<file path="config.mk">
export PLATFORM = sky130hd
export DESIGN_NAME = fp_square
export DESIGN_NICKNAME = d
export VERILOG_FILES = /design/src/rtl/fp_square.sv
export SDC_FILE = /design/constraint.sdc
export NUM_CORES = 1
export LEC_CHECK = 0
export CORE_MARGIN = 4
export CORE_UTILIZATION = 55
export CTS_BUF_LIST = sky130_fd_sc_hd__clkbuf_16
export DETAILED_ROUTE_END_ITERATION = 16
export PLACE_DENSITY = 0.75
export SYNTH_ARGS = -nofsm -noshare
export SYNTH_HDL_FRONTEND = slang
export SYNTH_SLANG_ARGS = --single-unit
</file>
<file path="constraint.sdc">
create_clock -name clk -period 4.3 [get_ports clk]
set_input_delay 0.86 -clock clk [delete_from_list [all_inputs] [get_ports clk]]
set_output_delay 0.86 -clock clk [all_outputs]
set_load 0.02 [all_outputs]
</file>
<file path="src/rtl/fp_square.sv">
// Iterative IEEE-754 single-precision squarer: out = in1 * in1.
// Radix-2 shift-add mantissa multiply, then normalise and round stages.
module fp_square #(
  parameter int unsigned W    = 32,
  parameter int unsigned M    = 22,
  parameter int unsigned E    = 30,
  parameter int unsigned BIAS = 127
) (
  input  logic         clk,
  input  logic         rst,
  input  logic         act,
  input  logic [W-1:0] in1,
  input  logic [2:0]   round_m,
  output logic [W-1:0] out,
  output logic         ov,
  output logic         un,
  output logic         inv,
  output logic         inexact,
  output logic         busy,
  output logic         done
);

  localparam int unsigned FW  = M + 1;     // stored fraction width
  localparam int unsigned EW  = E - M;     // exponent width
  localparam int unsigned SW  = FW + 1;    // significand width with hidden bit
  localparam int unsigned PW  = 2 * SW;    // product width
  localparam int unsigned MW  = FW + 1;    // mantissa plus carry-out
  localparam int unsigned CW  = 5;         // multiply step counter width
  localparam int unsigned ERW = 10;        // signed working exponent width

  localparam logic [2:0] RNE = 3'd0;
  localparam logic [2:0] RZ  = 3'd1;
  localparam logic [2:0] RD  = 3'd2;
  localparam logic [2:0] RU  = 3'd3;
  localparam logic [2:0] RNA = 3'd4;

  localparam logic [W-1:0] FP_INFP = {1'b0, {EW{1'b1}}, {FW{1'b0}}};
  localparam logic [W-1:0] FP_NANQ = {1'b0, {EW{1'b1}}, 1'b1, {(FW-1){1'b0}}};
  localparam logic [W-1:0] FP_MAXP = {1'b0, {(EW-1){1'b1}}, 1'b0, {FW{1'b1}}};

  localparam logic signed [ERW-1:0] BIAS_S = ERW'(BIAS);
  localparam logic signed [ERW-1:0] ER_MAX = ERW'((1 << EW) - 1);
  localparam logic [CW-1:0]         CNT_LAST = CW'(SW - 1);

  typedef enum logic [2:0] {
    IDLE, CLASS, MUL, NORM, ROUND, DONE
  } state_t;

  state_t                 state;
  logic [CW-1:0]          cnt;
  logic [EW-1:0]          exp_q;
  logic [FW-1:0]          frac_q;
  logic [2:0]             rm_q;
  logic [PW-1:0]          mcand;
  logic [SW-1:0]          mplier;
  logic [PW-1:0]          prod;
  logic [FW-1:0]          mant_q;
  logic                   g_q;
  logic                   t_q;
  logic signed [ERW-1:0]  er_q;

  logic                   unused_sign;
  assign unused_sign = in1[W-1];

  // Normalise and round arithmetic feeding the NORM and ROUND states
  logic signed [ERW-1:0]  er_norm;
  logic                   inc;
  logic [MW-1:0]          mant_sum;
  logic [FW-1:0]          mant_r;
  logic signed [ERW-1:0]  er_r;
  logic                   ovf;
  logic                   unf;

  always_comb begin
    er_norm  = '0;
    inc      = 1'b0;
    mant_sum = '0;
    mant_r   = '0;
    er_r     = '0;
    ovf      = 1'b0;
    unf      = 1'b0;

    er_norm = $signed(ERW'({exp_q, 1'b0})) - BIAS_S + $signed(ERW'(prod[PW-1]));

    case (rm_q)
      RNE:     inc = g_q & (t_q | mant_q[0]);
      RNA:     inc = g_q;
      RU:      inc = g_q | t_q;
      default: inc = 1'b0;
    endcase

    mant_sum = {1'b0, mant_q} + MW'(inc);
    mant_r   = mant_sum[MW-1] ? '0 : mant_sum[FW-1:0];
    er_r     = er_q + $signed(ERW'(mant_sum[MW-1]));
    ovf      = (er_r >= ER_MAX);
    unf      = er_r[ERW-1] || (er_r == '0);
  end

  // Control FSM and datapath registers
  always_ff @(posedge clk) begin
    if (rst) begin
      state   <= IDLE;
      cnt     <= '0;
      exp_q   <= '0;
      frac_q  <= '0;
      rm_q    <= '0;
      mcand   <= '0;
      mplier  <= '0;
      prod    <= '0;
      mant_q  <= '0;
      g_q     <= 1'b0;
      t_q     <= 1'b0;
      er_q    <= '0;
      out     <= '0;
      ov      <= 1'b0;
      un      <= 1'b0;
      inv     <= 1'b0;
      inexact <= 1'b0;
      busy    <= 1'b0;
      done    <= 1'b0;
    end else begin
      done <= 1'b0;
      case (state)
        IDLE: begin
          if (act) begin
            exp_q  <= in1[E:M+1];
            frac_q <= in1[M:0];
            rm_q   <= round_m;
            busy   <= 1'b1;
            state  <= CLASS;
          end
        end

        CLASS: begin
          if (exp_q == '1 || exp_q == '0) begin
            ov      <= 1'b0;
            un      <= 1'b0;
            inv     <= 1'b0;
            inexact <= 1'b0;
            done    <= 1'b1;
            state   <= DONE;
            if (exp_q == '1) begin
              if (frac_q != '0) begin
                out <= FP_NANQ;
                inv <= ~frac_q[FW-1];
              end else begin
                out <= FP_INFP;
              end
            end else begin
              // Subnormal inputs square to far below the normal range
              out <= '0;
              if (frac_q != '0) begin
                un      <= 1'b1;
                inexact <= 1'b1;
              end
            end
          end else begin
            mcand  <= PW'({1'b1, frac_q});
            mplier <= {1'b1, frac_q};
            prod   <= '0;
            cnt    <= '0;
            state  <= MUL;
          end
        end

        MUL: begin
          if (mplier[0]) begin
            prod <= prod + mcand;
          end
          mcand  <= mcand << 1;
          mplier <= mplier >> 1;
          cnt    <= cnt + CW'(1);
          if (cnt == CNT_LAST) begin
            state <= NORM;
          end
        end

        NORM: begin
          if (prod[PW-1]) begin
            mant_q <= prod[PW-2 -: FW];
            g_q    <= prod[PW-FW-2];
            t_q    <= |prod[PW-FW-3:0];
          end else begin
            mant_q <= prod[PW-3 -: FW];
            g_q    <= prod[PW-FW-3];
            t_q    <= |prod[PW-FW-4:0];
          end
          er_q  <= er_norm;
          state <= ROUND;
        end

        ROUND: begin
          ov      <= 1'b0;
          un      <= 1'b0;
          inv     <= 1'b0;
          inexact <= g_q | t_q;
          if (ovf) begin
            ov      <= 1'b1;
            inexact <= 1'b1;
            out     <= (rm_q == RZ || rm_q == RD) ? FP_MAXP : FP_INFP;
          end else if (unf) begin
            un      <= 1'b1;
            inexact <= 1'b1;
            out     <= '0;
          end else begin
            out <= {1'b0, er_r[EW-1:0], mant_r};
          end
          done  <= 1'b1;
          state <= DONE;
        end

        DONE: begin
          busy  <= 1'b0;
          state <= IDLE;
        end

        default: begin
          busy  <= 1'b0;
          state <= IDLE;
        end
      endcase
    end
  end

endmodule

</file>
==> run summary <==
In this run the worst path has a maximum fanout of 9. The clock skew after layout is 0.0131 ns. Path type of the worst min-delay path: reg -> reg.

The tool flagged a number of max-cap violations equal to 0. The worst setup path is of the reg -> reg kind. The critical path starts at g_q. The total power density per cell area was 502 nW/um^2. Once detail routing completed, the nets flagged for antenna violations numbered 0. In the final routed layout, each cell accounts on average for 17.3 microns. The time the final worst path needs with I/O delays and setup is 3.89 ns.

Dividing the final minimum period by the clock period gives 90.6%. From synthesis to final layout, the design area changed by 12.1%. From bottom edge to top edge, the die measures 160 microns. For this design the top-level I/O count stands at 76.

The total non-filler cell area in the finished layout was 14200 sq um; the synthesized-area fraction occupied by ao, oa, aoi and oai cells was 22.4%. The post-route netlist has 5.90% of its cells at a drive strength greater than 1. In this design, the stage delay of the slowest critical-path cell is 0.43 ns. The run gives 11600 as the routed via count. Once the clock tree was built, the setup fixing pass inserted 0 buffers. The run gives 90 as the largest net degree at the start of global routing. Counting along the longest clock path gives a buffer depth of 3. The die span in x was 160 microns. The final count of hold timing violations was 0; the post-synthesis share of cell area spent on and, or, nand and nor gates was 22.8%. The run finished with clean final reports. The most used flip-flop cell after synthesis is dfxtp_1. Traced cell by cell, the critical path runs through nor3b_1, o21ai_0, nand2_1, ha_2, nand4_1, nor2_2, nand2_1, nor2_2, ha_2, ha_2, nand3_1, nor2_1, xnor2_1, o41a_1, or2_1, o21ai_4, nor2_2, a221oi_1, nor2_1. Critical path data required time: 4.70 ns. The completed layout was analyzed and its total power is 7.12 mW. For this run, the number of Yosys warnings is 0. The worst register-to-register path begins at g_q.

The number of global-route vias before repair was 10800; the average cell area after synthesis was 7.90 sq um. The share of the Yosys chip area taken by registers is 37.0%. The run gives 0.906 as the final RePlAce weighted congestion. The tools report the standard cell core area as 22600 sq um. The number of remaining DRC errors was 0. The register-to-register path setup slack was 0.41 ns; the post-layout net count was 1701. Worst hold path startpoint: out[26].

The leakage power summed over all cells was 5.30 nW; the number of DRC markers after the initial detailed-route iteration was 921. The nature of the critical path startpoint is a register. Wires add up to 33.2 mm. The number of pins with negative max-slew slack in the final report is 0.

Using the TritonRoute via totals, the vias-per-cell ratio works out to 6.05. After floorplanning, the core was divided into 55 placement rows. The element type at the critical path end is a register. Summing every instance area after synthesis gives 12700 sq um.

Kind of cell with the highest combined delay on the critical path: simple AND/OR/NAND/NOR gates. The TritonCTS sink count was 234; the H-tree depth was 1. After clock tree synthesis, the clock-pin slew on the worst setup and hold paths is 0.06 ns.

The run gives 26 as the clock buffer count from CTS. The logs give 0 ns for the final sum of negative setup slack and 257 MHz for the maximum clock frequency. The later pin in the worst-skew pair is clocked with a latency of 0.54 ns. After detailed placement, the total cell area comes to 13400 sq um. The slowest stage of the critical path belongs to the cell o41a_1.

Synthesis instantiated 88 different standard cells from the library. The first detailed-routing pass took 7 iterations. For the pin with the worst max-slew slack, the measured transition is 1.17 ns.

The HPWL after detailed placement is 22.9 mm. The number of antenna violations at the first check in global routing is 0. The filler cell count in the final layout is 1960. TritonCTS built the clock tree.

Final hold analysis gives a worst-case slack of 0.447 ns. The synthesized netlist devotes 5.39% of its cell area to adder and majority cells. For this run the aggregate overflow at the end of global routing stands at 0.

The number of failing setup endpoints in the final timing report was 0; the number of flip-flops and latches in the synthesized netlist was 234. The post-synthesis net count was 1696. The first global-routing pass estimated 54.6 mm of wire. Buffers placed on the I/O ports in this run total 73.

In the global route stage, overall resource usage came out at 24.9%. STA puts the critical path data arrival time at 4.30 ns. Portion of netlist area occupied by mux cells: 2.40%.

Setup repair after global routing left no endpoint under its margin. The logs give 55.9% for the effective utilization at floorplan and 0 for the count of hold-fix buffers inserted at cts. The synthesized design contains 0 enable-type register cells.

After synthesis, the share of flip-flops with an asynchronous set or reset is 0%. The number of diodes is 0. Together, buffers and inverters on the worst path number 0.

The worst pin sits at a relative slew slack of 21.9%. Synthesis produced a netlist whose cell count is 1604. The root buffer cell was clkbuf_16.

The worst-case vdd ir drop was 0.377 mV. The dominant combinational cell family by area after synthesis is simple AND/OR/NAND/NOR gates. The die area was 25500 sq um; the post-synthesis xor/xnor area fraction was 5.25%. The run gives 62.7% as the fraction of the core area covered by cells at the end of the flow.
## power by group
group          internal, mW  total, mW  leakage (nW)  switching (mW)
logic                 0.755       2.19          2.98            1.44
registers              2.52       2.86          1.90           0.334
clock network          1.18       2.07         0.415           0.891
## per-layer routing
layer	global-route usage, %	routed length, microns	part of all wire, %
met1	35.8	15700	47
met2	39.6	14800	44
met3	3.97	2230	6.7
met4	5.33	485	1.5
met5	0	0	0
## sequential cells by signal (all words and copies together), names as in the netlist
name,flops
busy,1
er_q,10
mplier,24
cnt,5
frac_q,23
t_q,1
exp_q,8
done,1
prod,48
rm_q,3
out,31
un,1
g_q,1
inexact,1
ov,1
mant_q,23
state,3
inv,1
mcand,48
## final cells by class
cell class	instances	area [sq um]	area share, %
clock buffers	27	676	4.76
well taps	285	357	2.51
clock inverters	20	113	0.793
inverters	20	75.1	0.529
flip-flops and latches	234	4690	33.0
repair buffers	89	856	6.03
multi-input cells	1238	7430	52.4
## metrics by stage
stage	setup slack [ns]	instances
final	0.406	1913
after global routing	0.0269	1913
after CTS	0.0815	1913
after detailed placement	-0.0857	1866
after global placement	0.0419	1866
after floorplan	0.603	1604
## final timing paths
path	to	depth (start not counted)
hold / removal	out[26]	2
setup reg to reg	out[0]	19
hold reg to reg	out[26]	2
setup / recovery	out[0]	19
## synth_stat cells, drive strengths merged (15+ instances only)
| master | n | share of area [%] |
|---|---|---|
| nand2 | 204 | 6.1 |
| clkbuf | 86 | 2.8 |
| a21o | 20 | 1.2 |
| buf | 23 | 1.0 |
| and2 | 30 | 1.5 |
| a211oi | 86 | 5.1 |
| nor3 | 77 | 3.1 |
| ha | 53 | 5.2 |
| mux2i | 27 | 2.1 |
| and3 | 15 | 0.77 |
| dfxtp | 234 | 37 |
| nand3 | 62 | 2.5 |
| inv | 20 | 0.59 |
| a21oi | 145 | 5.8 |
| nor2 | 196 | 5.8 |
| nor4 | 15 | 0.79 |
| xor2 | 30 | 2.1 |
| xnor2 | 45 | 3.2 |
| o21ai | 71 | 2.8 |
| nand4 | 21 | 1.0 |
| a22oi | 20 | 1.2 |
## cells by family (layout without fill, tap and decap cells)
family | count (synthesis) | count (layout)
AND/OR/NAND/NOR | 643 | 643
AO/OA/AOI/OAI | 435 | 435
flip-flops | 234 | 234
buffers and inverters | 132 | 156
XOR/XNOR | 75 | 75
adder cells (fa/ha/maj) | 54 | 54
multiplexers | 30 | 30
other | 1 | 1
## cells in the final DEF (no fill, tap or decap), types with 6 or more instances in the layout
cell	instances
a221oi_1	9
buf_4	15
nand4_1	21
xor2_1	30
inv_1	27
nand3_1	61
o21ai_1	15
o21bai_1	8
xnor2_1	44
nor2_2	6
a31oi_1	14
nor2_1	190
and3_1	12
a22oi_1	19
mux2i_1	27
ha_1	50
and2_1	27
dfxtp_1	231
nor3_1	74
a21o_1	19
nor4_1	14
clkbuf_16	27
a211oi_1	85
o21ai_0	55
nand2_1	202
a22o_1	13
a21oi_1	144
clkdlybuf4s50_1	72
## worst register-to-register path, cell delays in order (launching register included)
cell and delay (ns):
dfxtp_1 0.36, nor3b_1 0.19, o21ai_0 0.09, nand2_1 0.08
ha_2 0.22, nand4_1 0.18, nor2_2 0.17, nand2_1 0.09
nor2_2 0.14, ha_2 0.21, ha_2 0.23, nand3_1 0.12
nor2_1 0.15, xnor2_1 0.12, o41a_1 0.43, or2_1 0.27
o21ai_4 0.23, nor2_2 0.13, a221oi_1 0.29, nor2_1 0.06
## what timing repair did
action	in CTS	in global routing
endpoints found under the setup margin	12	32
endpoints found under the hold margin	0	0
resized for setup	1	11
pin swaps	0	0
Note: power is estimated with default switching activity, not from simulation.
